## src/rtl/uart_pkg.sv

```systemverilog
// Shared UART-side types: arbiter state encoding, byte width and timing defaults.
// id_width() sizes requester index fields so that a single requester still gets one bit.
package uart_pkg;

  localparam int BYTE_W           = 8;
  localparam int DEF_GUARD_CYCLES = 16;
  localparam int DEF_BUSY_TIMEOUT = 64;

  typedef enum logic [2:0] {
    IDLE      = 3'd0,
    LOAD      = 3'd1,
    START     = 3'd2,
    WAIT_BUSY = 3'd3,
    WAIT_DONE = 3'd4,
    GUARD     = 3'd5
  } arb_state_t;

  function automatic int id_width(input int n);
    return (n > 1) ? $clog2(n) : 1;
  endfunction

endpackage

```

## src/rtl/uart_tx_arbiter_if.sv

```systemverilog
// Requester and Transmitter signals of the TX arbiter; master = arbiter side, slave = environment.
interface uart_tx_arbiter_if
  import uart_pkg::*;
#(
  parameter int NUM_REQ = 4
);
  localparam int IDW = id_width(NUM_REQ);

  logic [NUM_REQ-1:0]        req_valid;
  logic [BYTE_W*NUM_REQ-1:0] req_data;
  logic [NUM_REQ-1:0]        req_ack;
  logic [BYTE_W-1:0]         tx_data;
  logic                      tx_load;
  logic                      tx_start;
  logic                      tx_busy;
  logic [IDW-1:0]            grant_id;
  logic                      active;
  logic                      timeout_err;

  modport master (
    input  req_valid, req_data, tx_busy,
    output req_ack, tx_data, tx_load, tx_start, grant_id, active, timeout_err
  );

  modport slave (
    output req_valid, req_data, tx_busy,
    input  req_ack, tx_data, tx_load, tx_start, grant_id, active, timeout_err
  );

endinterface

```

## src/rtl/uart_tx_arbiter_rr_pick.sv

```systemverilog
// Combinational round-robin selector: first set request strictly after 'last', wrapping.
// Zero latency; when nothing is requested 'any' is low and idx holds 'last'.
module rr_pick #(
  parameter int N   = 4,
  parameter int IDW = 2
) (
  input  logic [N-1:0]   req,
  input  logic [IDW-1:0] last,
  output logic [N-1:0]   onehot,
  output logic [IDW-1:0] idx,
  output logic           any
);

  logic [IDW-1:0] pos;

  always_comb begin
    onehot = '0;
    idx    = last;
    any    = 1'b0;
    pos    = '0;
    for (int k = 1; k <= N; k++) begin
      pos = IDW'((int'(last) + k) % N);
      if (!any && req[pos]) begin
        any         = 1'b1;
        idx         = pos;
        onehot[pos] = 1'b1;
      end
    end
  end

endmodule

```

## src/rtl/uart_tx_arbiter.sv

```systemverilog
// Round-robin owner of the UART Transmitter: ack/capture, then tx_load and tx_start on the next two cycles.
// Requests are only looked at in IDLE with tx_busy low; a guard gap separates consecutive frames.
module uart_tx_arbiter
  import uart_pkg::*;
#(
  parameter int NUM_REQ      = 4,
  parameter int GUARD_CYCLES = DEF_GUARD_CYCLES,
  parameter int BUSY_TIMEOUT = DEF_BUSY_TIMEOUT
) (
  input logic               CLOCK_125_p,
  input logic               reset,
  uart_tx_arbiter_if.master bus
);

  localparam int IDW     = id_width(NUM_REQ);
  localparam int CNT_MAX = (GUARD_CYCLES > BUSY_TIMEOUT) ? GUARD_CYCLES : BUSY_TIMEOUT;
  localparam int CW      = $clog2(CNT_MAX + 1);

  arb_state_t         state_q, state_d;
  logic [CW-1:0]      cnt_q, cnt_d;
  logic [IDW-1:0]     grant_q, grant_d;
  logic [BYTE_W-1:0]  data_q, data_d;
  logic [NUM_REQ-1:0] ack_q, ack_d;
  logic               load_q, load_d;
  logic               start_q, start_d;
  logic               active_q, active_d;
  logic               terr_q, terr_d;

  logic [NUM_REQ-1:0] pick_onehot;
  logic [IDW-1:0]     pick_idx;
  logic               pick_any;

  rr_pick #(.N(NUM_REQ), .IDW(IDW)) u_pick (
    .req    (bus.req_valid),
    .last   (grant_q),
    .onehot (pick_onehot),
    .idx    (pick_idx),
    .any    (pick_any)
  );

  // All pulses are registered so ack, load and start land on three consecutive cycles.
  always_comb begin
    state_d  = state_q;
    cnt_d    = cnt_q;
    grant_d  = grant_q;
    data_d   = data_q;
    ack_d    = '0;
    load_d   = 1'b0;
    start_d  = 1'b0;
    active_d = active_q;
    terr_d   = terr_q;
    case (state_q)
      IDLE: begin
        if (pick_any && !bus.tx_busy) begin
          grant_d  = pick_idx;
          data_d   = bus.req_data[BYTE_W*pick_idx +: BYTE_W];
          ack_d    = pick_onehot;
          active_d = 1'b1;
          state_d  = LOAD;
        end
      end
      LOAD: begin
        load_d  = 1'b1;
        state_d = START;
      end
      START: begin
        start_d = 1'b1;
        cnt_d   = '0;
        state_d = WAIT_BUSY;
      end
      WAIT_BUSY: begin
        if (bus.tx_busy) begin
          state_d = WAIT_DONE;
        end else if (cnt_q == CW'(BUSY_TIMEOUT - 1)) begin
          terr_d  = 1'b1;
          cnt_d   = '0;
          state_d = GUARD;
        end else begin
          cnt_d = cnt_q + 1'b1;
        end
      end
      WAIT_DONE: begin
        if (!bus.tx_busy) begin
          cnt_d   = '0;
          state_d = GUARD;
        end
      end
      GUARD: begin
        if (cnt_q == CW'(GUARD_CYCLES - 1)) begin
          active_d = 1'b0;
          state_d  = IDLE;
        end else begin
          cnt_d = cnt_q + 1'b1;
        end
      end
      default: state_d = IDLE;
    endcase
  end

  always_ff @(posedge CLOCK_125_p or posedge reset) begin
    if (reset) begin
      state_q  <= IDLE;
      cnt_q    <= '0;
      grant_q  <= IDW'(NUM_REQ - 1);
      data_q   <= '0;
      ack_q    <= '0;
      load_q   <= 1'b0;
      start_q  <= 1'b0;
      active_q <= 1'b0;
      terr_q   <= 1'b0;
    end else begin
      state_q  <= state_d;
      cnt_q    <= cnt_d;
      grant_q  <= grant_d;
      data_q   <= data_d;
      ack_q    <= ack_d;
      load_q   <= load_d;
      start_q  <= start_d;
      active_q <= active_d;
      terr_q   <= terr_d;
    end
  end

  assign bus.req_ack     = ack_q;
  assign bus.tx_data     = data_q;
  assign bus.tx_load     = load_q;
  assign bus.tx_start    = start_q;
  assign bus.grant_id    = grant_q;
  assign bus.active      = active_q;
  assign bus.timeout_err = terr_q;

endmodule

```

## src/flat_wrapper.sv

```systemverilog
// flat-port wrapper written by rule: the top's interface ports become plain ports
module uart_tx_arbiter_flat import uart_pkg::*;
#(
  parameter int NUM_REQ      = 4,
  parameter int GUARD_CYCLES = DEF_GUARD_CYCLES,
  parameter int BUSY_TIMEOUT = DEF_BUSY_TIMEOUT
)
  (CLOCK_125_p, reset, bus_req_valid, bus_req_data, bus_tx_busy, bus_req_ack, bus_tx_data, bus_tx_load, bus_tx_start, bus_grant_id, bus_active, bus_timeout_err);
  uart_tx_arbiter_if #(.NUM_REQ(NUM_REQ)) bus_i ();
  input logic CLOCK_125_p;
  input logic reset;
  input wire logic [$bits(bus_i.req_valid)-1:0] bus_req_valid;
  input wire logic [$bits(bus_i.req_data)-1:0] bus_req_data;
  input wire logic [$bits(bus_i.tx_busy)-1:0] bus_tx_busy;
  output wire logic [$bits(bus_i.req_ack)-1:0] bus_req_ack;
  output wire logic [$bits(bus_i.tx_data)-1:0] bus_tx_data;
  output wire logic [$bits(bus_i.tx_load)-1:0] bus_tx_load;
  output wire logic [$bits(bus_i.tx_start)-1:0] bus_tx_start;
  output wire logic [$bits(bus_i.grant_id)-1:0] bus_grant_id;
  output wire logic [$bits(bus_i.active)-1:0] bus_active;
  output wire logic [$bits(bus_i.timeout_err)-1:0] bus_timeout_err;
  assign bus_i.req_valid = bus_req_valid;
  assign bus_i.req_data = bus_req_data;
  assign bus_i.tx_busy = bus_tx_busy;
  assign bus_req_ack = bus_i.req_ack;
  assign bus_tx_data = bus_i.tx_data;
  assign bus_tx_load = bus_i.tx_load;
  assign bus_tx_start = bus_i.tx_start;
  assign bus_grant_id = bus_i.grant_id;
  assign bus_active = bus_i.active;
  assign bus_timeout_err = bus_i.timeout_err;
  uart_tx_arbiter #(.NUM_REQ(NUM_REQ), .GUARD_CYCLES(GUARD_CYCLES), .BUSY_TIMEOUT(BUSY_TIMEOUT)) u_core (.CLOCK_125_p(CLOCK_125_p), .reset(reset), .bus(bus_i));
endmodule
```

## config.mk

```make
export PLATFORM = sky130hd
export DESIGN_NAME = uart_tx_arbiter_flat
export DESIGN_NICKNAME = d
export VERILOG_FILES = /design/src/rtl/uart_pkg.sv /design/src/rtl/uart_tx_arbiter_if.sv /design/src/rtl/uart_tx_arbiter_rr_pick.sv /design/src/rtl/uart_tx_arbiter.sv /design/src/flat_wrapper.sv
export SDC_FILE = /design/constraint.sdc
export NUM_CORES = 1
export LEC_CHECK = 0
export CORE_ASPECT_RATIO = 1.5
export CORE_MARGIN = 8
export CORE_UTILIZATION = 35
export DETAILED_ROUTE_END_ITERATION = 12
export GPL_TIMING_DRIVEN = 1
export PLACE_DENSITY = 0.7
export SETUP_SLACK_MARGIN = 0.05
export SLEW_MARGIN = 15
export SYNTH_ARGS = -nofsm -noshare
export SYNTH_HDL_FRONTEND = slang
export SYNTH_SLANG_ARGS = --single-unit
```

## constraint.sdc

```tcl
create_clock -name CLOCK_125_p -period 3.6 [get_ports CLOCK_125_p]
set_input_delay 0.72 -clock CLOCK_125_p [delete_from_list [all_inputs] [get_ports CLOCK_125_p]]
set_output_delay 0.72 -clock CLOCK_125_p [all_outputs]
set_load 0.01 [all_outputs]
```

==> results of run 1 <==
-- worst min path at each step --
| stage | from | end | slack (ns) | depth (start not counted) |
|---|---|---|---|---|
| 2_1_floorplan | u_core.cnt_q[6] | u_core.cnt_q[6] | 0.46 | 2 |
| 3_3_place_gp | u_core.bus.timeout_err | u_core.bus.timeout_err | 0.44 | 2 |
| 3_5_place_dp | u_core.bus.timeout_err | u_core.bus.timeout_err | 0.45 | 2 |
| 4_1_cts | u_core.bus.timeout_err | u_core.bus.timeout_err | 0.48 | 2 |
| 5_1_grt | u_core.bus.timeout_err | u_core.bus.timeout_err | 0.51 | 2 |
| 6_report | u_core.bus.timeout_err | u_core.bus.timeout_err | 0.47 | 2 |
-- synth_stat cells, drive strengths merged, types with 2 or more instances --
library cell / instances / area [um^2]
and3b: 2 / 17.52
nand3: 3 / 15.01
nor3: 3 / 15.01
clkbuf: 8 / 30.03
a211oi: 3 / 22.52
nand3b: 2 / 15.01
a311oi: 3 / 32.53
nand4: 3 / 18.77
buf: 5 / 37.53
a222oi: 4 / 40.04
nand2: 23 / 86.33
nand2b: 6 / 37.54
o31ai: 3 / 22.52
xnor2: 2 / 36.29
o221ai: 7 / 61.31
ha: 9 / 112.6
o21ai: 14 / 70.06
nor3b: 2 / 15.01
and3: 2 / 12.51
mux2i: 15 / 150.1
nor2: 9 / 33.78
a21oi: 8 / 40.04
inv: 7 / 26.28
dfstp: 2 / 52.55
nor2b: 6 / 45.04
mux4: 3 / 67.56
dfrtp: 26 / 650.6
-- cells by family (layout without fill, tap and decap cells) --
group                      Yosys count  in the layout  share of synthesized area (%)
DFF                                 28             28                          36.95
AOI/OAI and AO/OA                   50             50                          19.33
and+or+nand+nor                     67             67                          18.74
xor gates and xnor gates             2              2                          1.907
muxes                               19             19                          12.03
adders and majority gates            9              9                          5.917
buffers and inverters               21             76                          5.128
-- routing by layer --
metal  up-vias  wire length (um)
met1       833              1968
met2        28              2891
li1        849                 -
met3         8               154
met5         -                 0
met4         0                91
-- metrics by stage --
step / setup WS, ns / instances
2_1_floorplan: 0.2166 / 196
3_3_place_gp: 0.4212 / 317
3_5_place_dp: 0.3645 / 317
4_1_cts: 0.4467 / 321
5_1_grt: 0.2386 / 321
6_report: 0.4374 / 321
-- critical path, stage by stage (launching register included) --
cell and delay (ns):
dfstp_2 0.73, clkinv_1 0.15, ha_1 0.41, nor3b_1 0.23, a211oi_1 0.08, a311oi_2 0.46, mux2i_1 0.37, mux4_2 0.35
mux2_2 0.26
-- cell usage in the layout, fill, tap and decap left out, types with 3 or more instances in the layout --
| cell | instances |
|---|---|
| a222oi_1 | 4 |
| nand3_1 | 3 |
| nor2_1 | 9 |
| mux2i_1 | 15 |
| o221ai_1 | 7 |
| buf_4 | 8 |
| o21ai_0 | 13 |
| mux4_2 | 3 |
| ha_1 | 9 |
| nor2b_1 | 5 |
| clkbuf_8 | 4 |
| nor3_1 | 3 |
| dfrtp_1 | 26 |
| nand2b_1 | 6 |
| o31ai_1 | 3 |
| a21oi_1 | 8 |
| inv_1 | 6 |
| a211oi_1 | 3 |
| nand2_1 | 23 |
| nand4_1 | 3 |
| clkdlybuf4s50_1 | 56 |
-- report_power, final --
part / internal [mW] / total, mW / leakage, nW / switching, mW
clock network: 0.0978 / 0.196 / 0.0288 / 0.0986
registers: 0.419 / 0.538 / 0.353 / 0.120
logic: 0.581 / 1.16 / 0.707 / 0.575
-- sequential cells by signal, indices dropped and copies added (netlist names) --
register	flops
u_core.bus.tx_data	8
u_core.cnt_q	7
u_core.bus.req_ack	4
u_core.state_q	3
u_core.bus.grant_id	2
u_core.bus.active	1
u_core.bus.timeout_err	1
u_core.bus.tx_load	1
u_core.bus.tx_start	1
-- area by class of cell --
class | instances | area [um^2]
inverters | 8 | 30.03
flip-flops and latches | 28 | 703.2
well taps | 70 | 87.58
clock buffers | 4 | 55.05
fillers | 520 | 2769
repair buffers | 64 | 620.6
multi-input cells | 147 | 1102
==> flow_summary.yaml, run 1 <==
grt:
  grtUsageTotal_pct: 12.55
  grt.met3_usage_pct: 2.111
  antenna_found_initial: 0
  grt_overflow: 0
  met1_usage_pct: 12.95
  use_met2_pct: 24.40
  grt_pass1_wl_mm: 8.473
  grt_max_degree: 28
  grt_pass1_vias: 1773
  grt_busiest_layer: "met2"
synth:
  syn_inst: 196
  ys_warn_count: 0
  synth_edf_count: 0
  ys_seq_area_share_pct: 36.95
  synth_nets: 244
  synthArstFlopShare_pct: 100.0
  ys_types: 48
  ys.flop_type: "dfrtp_1"
  synth_area_mm2: 0.001903
  ys_seq_elements: 28
  synth.avg_cell_area_um2: 9.710
worst_setup_path:
  r2r_setup_slack_ns: 0.44
  worstPathRequired_ns: 3.77
  cp-start-kind: "register"
  crit_path_end_kind: "register"
  cp-startpoint: "u_core.bus.grant_id[0]"
  rr_endpoint: "u_core.bus.tx_data[0]"
  worstSetupPathType: "register to register"
  cp_max_fo: 14
  crit_end: "u_core.bus.tx_data[0]"
  worstPathArrival_ns: 3.33
  worstRegToRegCells: 8
  r2r-start: "u_core.bus.grant_id[0]"
routing:
  totalWireLength_mm: 5.105
  vias: 1718
  first_iter_violations: 147
  vias_per_cell: 5.352
  drt_pass1_iterations: 4
  drtAntennaViolNets: 0
  wl_per_cell_um: 15.90
  drc: 0
sta:
  max_freq_mhz: 316.2
  hold_viol: 0
  min_period_over_period_pct: 87.85
  worstMarginPinSlew_ns: 0.9973
  setup_tns_ns: 0
  fin_skew_ns: 0.004712
  whs_ns: 0.4657
  setup_viol: 0
  rsz0062_at_grt: "no"
  fin_crit_ns: 3.163
  maxSlewHeadroom_pct: 33.10
  drv_slew: 0
clock_tree:
  htree_levels: 1
  cts-resized-gates: 0
  postCtsSetupRepairBufs: 0
  cts_buffers: 3
  cts_sinks: 28
  cts_tree: "done"
  ctsHoldBuffers: 0
  cts-root-buf: "clkbuf_8"
  path_clk_slew_ns: 0.10
  clock_latency_ns: 0.27
  clockBufferDepth: 2
die:
  die_w_um: 76.21
  design.core.area_mm2: 0.005368
  pin_count: 57
  die_area_mm2: 0.008101
  num_rows: 33
  die_height_um: 106.3
  initial_core_util_pct: 35.45
run_status:
  status: "finished, final reports clean"
power:
  cellLeakagePower_nw: 1.089
  peakVddDrop_mv: 0.3437
  p_per_area_mw_per_mm2: 727.7
  p_total_mw: 1.891
placement:
  placement.cell_area_mm2: 0.002544
  io_buffers: 56
  dp_hpwl_mm: 4.003
  place_congestion: 0.8787
final_layout:
  layout-drive-gt1-share_pct: 9.163
  postLayoutCoreUtil_pct: 48.41
  nets: 300
  syn_to_final_growth_pct: 36.55
  finalInstanceArea_mm2: 0.002599
  antenna_cells: 0
worst_hold_path:
  hp-class: "register to register"
flow_run:
  drv_cap: 0
Power figures use the tool's default switching activity.
==> run 2: changes to the inputs <==
--- a/config.mk
+++ b/config.mk
@@ -5,12 +5,14 @@
 export SDC_FILE = /design/constraint.sdc
 export NUM_CORES = 1
 export LEC_CHECK = 0
+export CELL_PAD_IN_SITES_DETAIL_PLACEMENT = 0
+export CELL_PAD_IN_SITES_GLOBAL_PLACEMENT = 2
 export CORE_ASPECT_RATIO = 1.5
 export CORE_MARGIN = 8
-export CORE_UTILIZATION = 35
+export CORE_UTILIZATION = 28
 export DETAILED_ROUTE_END_ITERATION = 12
 export GPL_TIMING_DRIVEN = 1
-export PLACE_DENSITY = 0.7
+export PLACE_DENSITY = 0.87
 export SETUP_SLACK_MARGIN = 0.05
 export SLEW_MARGIN = 15
 export SYNTH_ARGS = -nofsm -noshare
==> run 2 against run 1 <==
Against the previous run: sequential share of layout area is 0.10 points lower; routed wire length is 0.31% higher; utilization is 9.6 points lower; cell area is 0.39% higher; critical path type unchanged; largest cell class unchanged; non-clock buffer count stayed put; critical endpoint unchanged.
==> flow_summary.yaml, run 2 (synthesis gave the netlist of run 1 again) <==
run_status:
  status: "finished, final reports clean"
placement:
  dp_hpwl_mm: 3.970
  place_congestion: 0.8013
  io_buffers: 56
die:
  die_height_um: 117.0
  pin_count: 57
  initial_core_util_pct: 28.35
  num_rows: 37
  design.core.area_mm2: 0.006713
  die_area_mm2: 0.009745
  die_w_um: 83.32
power:
  p_per_area_mw_per_mm2: 723.5
  peakVddDrop_mv: 0.2901
  switchingPower_mw: 0.7905
  cellLeakagePower_nw: 1.093
  clock_power_share_pct: 10.5
  power.share.combinational_pct: 61.0
  swShare_pct: 41.88
  p_seq_share_pct: 28.5
  p_int_mw: 1.097
grt:
  grt_overflow: 0
  grt_pass1_vias: 1836
  grtUsageTotal_pct: 10.25
  grt_pass1_wl_mm: 8.480
  grt_max_degree: 29
  antenna_found_initial: 0
final_layout:
  n_fill_cell: 664
  largest_reg_flops: 8
  nets: 300
  syn_to_final_growth_pct: 37.08
  postLayoutCoreUtil_pct: 38.86
  final_cell_mix: "clkdlybuf4s50_1, dfrtp_1, nand2_1"
  final_common_cell: "clkdlybuf4s50_1"
  antenna_cells: 0
  layout-drive-gt1-share_pct: 9.163
routing:
  drtAntennaViolNets: 0
  totalWireLength_mm: 5.121
  vias_per_cell: 5.249
  drc: 0
  wl_per_cell_um: 15.57
  drt_pass1_iterations: 4
  first_iter_violations: 71
  vias: 1727
sta:
  drv_slew: 0
  max_freq_mhz: 314.1
  hold_viol: 0
  fin_crit_ns: 3.184
  setup_viol: 0
  min_period_over_period_pct: 88.44
  rsz0062_at_grt: "no"
  setup_tns_ns: 0
  maxSlewHeadroom_pct: 50.72
  worstMarginPinSlew_ns: 0.7314
  fin_skew_ns: 0.001640
worst_setup_path:
  worstPathRequired_ns: 3.77
  critPathMaxStageDelay_ns: 0.70
  crit_path_end_kind: "register"
  cp_max_fo: 15
  cpMaxStageDelayCell: "dfstp_2"
  worstSetupPathType: "register to register"
  worstPathArrival_ns: 3.35
  worstRegToRegCells: 8
  cp-start-kind: "register"
  path_cells: "inv_1, ha_1, nor3b_1, a211oi_1, a311oi_2, mux2i_1, mux4_2, mux2_2"
clock_tree:
  cts-root-buf: "clkbuf_8"
  cts-resized-gates: 0
  ctsHoldBuffers: 0
  htree_levels: 1
  cts_sinks: 28
  clockBufferDepth: 2
  clock_latency_ns: 0.27
  path_clk_slew_ns: 0.10
  postCtsSetupRepairBufs: 0
  cts_tree: "done"
  cts_buffers: 3
worst_hold_path:
  hold_depth: 2
  hp-class: "register to register"
flow_run:
  drv_cap: 0
run 2: area by class of cell:
| cell class | instances | area [um^2] | share of cell area [%] |
|---|---|---|---|
| Multi-Input combinational cell | 147 | 1102 | 42.25 |
| Sequential cell | 28 | 703.2 | 26.95 |
| Timing Repair Buffer | 64 | 620.6 | 23.79 |
| Tap cell | 78 | 97.59 | 3.741 |
| Clock buffer | 4 | 55.05 | 2.110 |
| Inverter | 8 | 30.03 | 1.151 |
run 2: path summary, 6_finish.rpt:
check / slack, ns / endpoint / start
max in group asynchronous: 2.47 / u_core.bus.grant_id[1] / reset
max: 0.42 / u_core.bus.tx_data[0] / u_core.bus.grant_id[1]
min in group asynchronous: 0.81 / u_core.bus.tx_data[1] / reset
min: 0.48 / u_core.bus.timeout_err / u_core.bus.timeout_err
max reg2reg: 0.42 / u_core.bus.tx_data[0] / u_core.bus.grant_id[1]
min reg2reg: 0.48 / u_core.bus.timeout_err / u_core.bus.timeout_err
run 2: layer usage:
layer	vias to the layer above	wire (um)	track usage, %	share of wire, %
met5	-	0	0	0
met4	0	126	4.941	2.5
met3	8	214	2.147	4.2
met2	36	2776	19.25	54
met1	846	2003	10.61	39
li1	837	-	-	-
run 2: worst max-delay path, delay by kind of cell, from the launching register on:
family          cells  cell delay (ns)
simple gates        1             0.23
compound gates      2             0.58
flops               1             0.70
buf+inv             1             0.19
mux                 3             0.96
fa+ha+maj           1             0.42
run 2: power groups by stage:
| stage | Sequential [mW] | Clock [mW] | Combinational [mW] |
|---|---|---|---|
| final | 0.537 | 0.198 | 1.15 |
| after global placement | 0.541 | 0 | 1.16 |
| after floorplan | 0.516 | 0 | 0.833 |
| after global routing | 0.561 | 0.218 | 1.26 |
| after detailed placement | 0.543 | 0 | 1.16 |
| after CTS | 0.538 | 0.208 | 1.17 |
run 2: per-stage QoR:
stage          cell area (um^2)  setup WS (ns)  total power, mW  hold WS (ns)  instances
2_1_floorplan              1903         0.2166            1.349        0.4627        196
3_3_place_gp               2554         0.4064            1.697        0.4498        325
3_5_place_dp               2554         0.3731            1.707        0.4605        325
4_1_cts                    2609         0.4058            1.912        0.4848        329
5_1_grt                    2609         0.1647            2.037        0.5153        329
6_report                   2609         0.4160            1.887        0.4750        329
